## src/rtl/proto_matrix_walker.sv

```systemverilog
// Walks the QC-LDPC prototype ROM and streams non-zero blocks as (row, col, shift).
// Optional PROTO_ROW_MASK_EN adds row_mask to skip whole prototype rows.
module proto_matrix_walker #(
   parameter int Z     = 54,
   parameter int WIDTH = 6,
   parameter int ROWS  = 4,
   parameter int COLS  = 24,
   parameter int DEPTH = 96,
   parameter int ADDRW = 7
) (
   input  logic             clk,
   input  logic             rst_n,
   input  logic             start,
`ifdef PROTO_ROW_MASK_EN
   input  logic [ROWS-1:0]  row_mask,
`endif
   output logic             busy,
   output logic             done,
   output logic [ADDRW-1:0] rom_addr,
   input  logic [WIDTH-1:0] rom_data,
   output logic             out_valid,
   input  logic             out_ready,
   output logic [1:0]       out_row,
   output logic [4:0]       out_col,
   output logic [WIDTH-1:0] out_shift,
   output logic [ADDRW-1:0] nnz_count
);

   if (!(Z == 27 || Z == 54 || Z == 81)) begin : g_bad_z
      $fatal(1, "proto_matrix_walker: Z must be 27, 54 or 81");
   end
   if (DEPTH != ROWS * COLS) begin : g_bad_depth
      $fatal(1, "proto_matrix_walker: DEPTH must equal ROWS*COLS");
   end

   localparam logic [1:0] S_IDLE  = 2'd0;
   localparam logic [1:0] S_SCAN  = 2'd1;
   localparam logic [1:0] S_DRAIN = 2'd2;
   localparam logic [1:0] S_DONE  = 2'd3;

   localparam logic [WIDTH-1:0] SENT  = {WIDTH{1'b1}};
   localparam logic [WIDTH-1:0] Z_LIM = WIDTH'(Z);

   logic [1:0] state;
   logic [1:0] row_ctr;
   logic [4:0] col_ctr;
   logic       row_en;
   logic       sentinel;
   logic       slot_free;
   logic       accept;
   logic       last_row;
   logic       last_col;

   assign sentinel  = (rom_data == SENT);
   assign accept    = out_valid && out_ready;
   assign slot_free = !out_valid || out_ready;
   assign last_row  = (row_ctr == 2'(ROWS - 1));
   assign last_col  = (col_ctr == 5'(COLS - 1));
   assign busy      = (state != S_IDLE);
   assign done      = (state == S_DONE);

`ifdef PROTO_ROW_MASK_EN
   logic [ROWS-1:0] mask_q;

   assign row_en = mask_q[row_ctr];

   // Capture the row mask for the whole pass at accepted start
   always_ff @(posedge clk or negedge rst_n) begin
      if (!rst_n)
         mask_q <= '1;
      else if (state == S_IDLE && start)
         mask_q <= row_mask;
   end
`else
   assign row_en = 1'b1;
`endif

   // Scan FSM, address counters and the single-entry output slot
   always_ff @(posedge clk or negedge rst_n) begin
      if (!rst_n) begin
         state     <= S_IDLE;
         rom_addr  <= '0;
         row_ctr   <= '0;
         col_ctr   <= '0;
         out_valid <= 1'b0;
         out_row   <= '0;
         out_col   <= '0;
         out_shift <= '0;
         nnz_count <= '0;
      end else begin
         if (accept) begin
            out_valid <= 1'b0;
            nnz_count <= nnz_count + ADDRW'(1);
         end
         unique case (state)
            S_IDLE: begin
               if (start) begin
                  state     <= S_SCAN;
                  rom_addr  <= '0;
                  row_ctr   <= '0;
                  col_ctr   <= '0;
                  nnz_count <= '0;
               end
            end
            S_SCAN: begin
               if (!row_en) begin
                  if (last_row) begin
                     state <= S_DRAIN;
                  end else begin
                     rom_addr <= rom_addr + ADDRW'(COLS);
                     row_ctr  <= row_ctr + 2'd1;
                  end
               end else if (sentinel || slot_free) begin
                  if (!sentinel) begin
                     out_valid <= 1'b1;
                     out_row   <= row_ctr;
                     out_col   <= col_ctr;
                     out_shift <= rom_data;
                  end
                  if (last_row && last_col) begin
                     state <= S_DRAIN;
                  end else begin
                     rom_addr <= rom_addr + ADDRW'(1);
                     if (last_col) begin
                        col_ctr <= '0;
                        row_ctr <= row_ctr + 2'd1;
                     end else begin
                        col_ctr <= col_ctr + 5'd1;
                     end
                  end
               end
            end
            S_DRAIN: begin
               if (!out_valid || accept)
                  state <= S_DONE;
            end
            S_DONE: begin
               state <= S_IDLE;
            end
            default: begin
               state <= S_IDLE;
            end
         endcase
      end
   end

   a_shift_range: assert property (
      @(posedge clk) disable iff (!rst_n)
      (state == S_SCAN && row_en && !sentinel) |-> (rom_data < Z_LIM)
   );

endmodule

```

## config.mk

```make
export PLATFORM = sky130hd
export DESIGN_NAME = proto_matrix_walker
export DESIGN_NICKNAME = d
export VERILOG_FILES = /design/src/rtl/proto_matrix_walker.sv
export SDC_FILE = /design/constraint.sdc
export NUM_CORES = 1
export LEC_CHECK = 0
export ABC_AREA = 1
export CORE_ASPECT_RATIO = 0.5
export CORE_MARGIN = 1.5
export CORE_UTILIZATION = 51
export DETAILED_ROUTE_END_ITERATION = 8
export GPL_ROUTABILITY_DRIVEN = 0
export PLACE_DENSITY = 0.79
export SYNTH_ARGS = -nofsm -noshare
export SYNTH_HDL_FRONTEND = slang
export SYNTH_SLANG_ARGS = --single-unit
export TNS_END_PERCENT = 50
```

## constraint.sdc

```tcl
create_clock -name clk -period 1.8 [get_ports clk]
set_input_delay 0.36 -clock clk [delete_from_list [all_inputs] [get_ports clk]]
set_output_delay 0.36 -clock clk [all_outputs]
set_load 0.05 [all_outputs]
```

==> flow_metrics.py <==
metrics = {
    "timing": {
        "fin_tns_setup_ns": 0,
        "rsz0062_at_grt": "false",
        "fmax_mhz": 601,
        "fin_skew_ns": 0.00581,
        "max_slew_margin": 0.709,
        "timing.hold.ws_ns": 0.482,
        "worst_pin_slew_ns": 0.435,
        "finalCritPeriodShare": 0.924,
        "finalSetupViolCount": 0,
        "hold_viol": 0,
        "min_period_ns": 1.66,
        "finalMaxSlewViolations": 0,
    },
    "synth": {
        "synthDistinctLibCells": 30,
        "synth-warning-count": 0,
        "syn-num-nets": 267,
        "yosys-top-cells-area": "dfrtp_1 (46%), nand2_1 (17%), ha_1 (5.6%)",
        "ys_ff_latch": 37,
        "synthCells": 248,
        "ys_seq_area_frac": 0.461,
        "synth_area_leader_cell": "dfrtp_1",
        "yosys.area.top_type_share": 0.461,
        "syn_area_per_cell_um2": 8.10,
        "syn_area_mm2": 0.00201,
    },
    "final_layout": {
        "fin_util": 0.704,
        "fin_nets": 316,
        "seqCellArea_um2": 926,
        "drive_gt1_frac": 0.222,
        "antenna_cells": 0,
        "nFillCells": 297,
        "syn_to_final_growth_pct": 26.3,
        "stdcell_area_mm2": 0.00254,
        "multi_input_comb_area_um2": 980,
        "finalNonFillerCells": 348,
    },
    "job": {
        "drv_cap": 0,
    },
    "route": {
        "vias": 1745,
        "wl_met1_um": 1960,
        "totalWireLength_um": 4190,
        "ant_nets": 0,
        "firstDrtPassIters": 4,
        "vias_per_cell": 5.01,
        "wl_met2_um": 1950,
        "first_iter_violations": 50,
        "wl_per_cell_um": 12.0,
        "dr_wl_met3_um": 211,
        "drc": 0,
        "highest_layer": "met4",
    },
    "power_and_ir_drop": {
        "p_leak_nw": 1.34,
        "p_int_mw": 2.19,
        "power_frac_comb": 0.572,
        "switching_share": 0.505,
        "seqPwrFrac": 0.293,
        "peakVddDrop_mv": 0.766,
        "p_clk_frac": 0.136,
        "power_density_mw_per_mm2": 1740,
        "p_switching_mw": 2.23,
    },
    "worst_setup_path": {
        "crit_fanout": 5,
        "startpoint_type": "flop",
        "crit_type": "reg2reg",
        "critPathArrivalTime_ns": 1.83,
        "critPathCaptureType": "flop",
        "worstPathRequired_ns": 1.97,
    },
    "placement": {
        "numPlacedInstances": 340,
        "portBuffers": 39,
        "placed_area_mm2": 0.00243,
        "hpwl_um": 3120,
    },
    "cts": {
        "cts.clk_slew.worst_paths_ns": 0.08,
        "clk_latency_ns": 0.29,
        "cts_tree": "done",
        "cts_made_buffers": 5,
        "cts_buffer_depth": 2,
        "clock_sinks": 37,
        "cts_htree_levels": 2,
        "cts-root-buf": "clkbuf_8",
    },
    "die": {
        "fp.dieArea_mm2": 0.00435,
        "std_cell_rows": 15,
        "core-area_mm2": 0.00360,
        "num_io_pins": 40,
        "chipHeight_um": 47.4,
        "start_util": 0.557,
        "die_w_um": 91.7,
    },
    "run_status": {
        "status": "finished, final reports clean",
    },
    "min_path": {
        "hold_class": "reg2reg",
    },
    "global_routing": {
        "grt_first_pass_wirelength_um": 6870,
        "grt_antenna_before_repair": 0,
        "grt_max_degree": 22,
        "grt-ovfl-total": 0,
        "grt_use_total": 0.213,
        "grt_pass1_vias": 1542,
    },
}
==> flip-flops by register name (all words and copies together) (netlist names) <==
| name | flops |
|---|---|
| col_ctr | 5 |
| nnz_count | 7 |
| out_col | 5 |
| out_row | 2 |
| out_shift | 6 |
| out_valid | 1 |
| rom_addr | 7 |
| row_ctr | 2 |
| state | 2 |
==> cell families (layout without fill, tap and decap cells) <==
logic type,count (synthesis),in the layout,synth area share
fa+ha+maj,9,9,0.0561
xor+xnor,1,1,0.00436
flops,37,37,0.461
buf+inv,26,75,0.0548
compound gates,32,32,0.0903
simple gates,143,143,0.333
==> cell usage in the layout (no fill, tap or decap), drive strengths merged, types with 2 or more instances in the layout <==
cell           instances
buf                   38
nor3                   2
nand2                 97
dfrtp                 37
ha                     9
clkbuf                 6
nor2                  29
nand3                 10
o21ai                 24
or2                    2
a21oi                  4
nand4                  2
o21a                   2
clkdlybuf4s50          8
inv                   21
==> metal layers <==
metal | vias to the layer above | GRT usage
met4 | 0 | 0.0923
li1 | 880 | -
met2 | 43 | 0.370
met3 | 8 | 0.0631
met5 | - | 0
met1 | 814 | 0.260
==> power by group through the flow <==
stage                     sequential [mW]  clock, mW  combinational (mW)
after CTS                            1.29      0.619                2.53
final                                1.29      0.600                2.53
after floorplan                      1.96          0                1.13
after global routing                 1.33      0.654                2.74
after global placement               1.29          0                2.46
after detailed placement             1.30          0                2.52
==> metrics by stage <==
stage / power (mW) / setup WS (ns)
3_5_place_dp: 3.82 / -0.0901
5_1_grt: 4.72 / 0.0413
4_1_cts: 4.44 / 0.0440
6_report: 4.42 / 0.137
3_3_place_gp: 3.76 / -0.0391
2_1_floorplan: 3.09 / 0.159
==> worst max-delay path, stage by stage, from the launching register on <==
cell and delay, ns:
dfrtp_1 0.41, inv_1 0.13, ha_1 0.20, inv_2 0.06, or2_2 0.36, nand2_4 0.12, nor2_1 0.09, nand2_1 0.09
o21ai_2 0.06
==> path summary, 6_finish.rpt <==
path	from	end	slack, ns	cells after the start
setup / recovery	state[1]	rom_addr[0]	0.14	8
hold / removal	out_col[2]	out_col[2]	0.48	2
setup reg to reg	state[1]	rom_addr[0]	0.14	8
hold reg to reg	out_col[2]	out_col[2]	0.48	2
max in group asynchronous	rst_n	out_shift[0]	0.83	3
min in group asynchronous	rst_n	rom_addr[1]	0.52	2
==> layout make-up <==
type / count / area share
clock buffer: 6 / 0.0326
clock inverter: 1 / 0.00296
inverter: 21 / 0.0311
multi-input combinational: 185 / 0.386
sequential: 37 / 0.365
tap: 51 / 0.0252
timing repair buffer: 47 / 0.157
==> synth_stat cells, drive strengths merged <==
cell / number
a211oi: 1
a21oi: 4
buf: 3
clkbuf: 2
dfrtp: 37
ha: 9
inv: 21
nand2: 97
nand3: 10
nand4: 2
nor2: 29
nor3: 2
nor3b: 1
o21a: 2
o21ai: 24
o21bai: 1
or2: 2
xor2: 1
==> what timing repair did <==
action / in CTS / in global routing
hold buffers: 1 / 0
setup buffers: 0 / 0
hold endpoints to repair: 9 / 0
resized for setup: 0 / 2
endpoints found under the setup margin: 0 / 15
No activity file was read; power rests on OpenSTA's default activity.
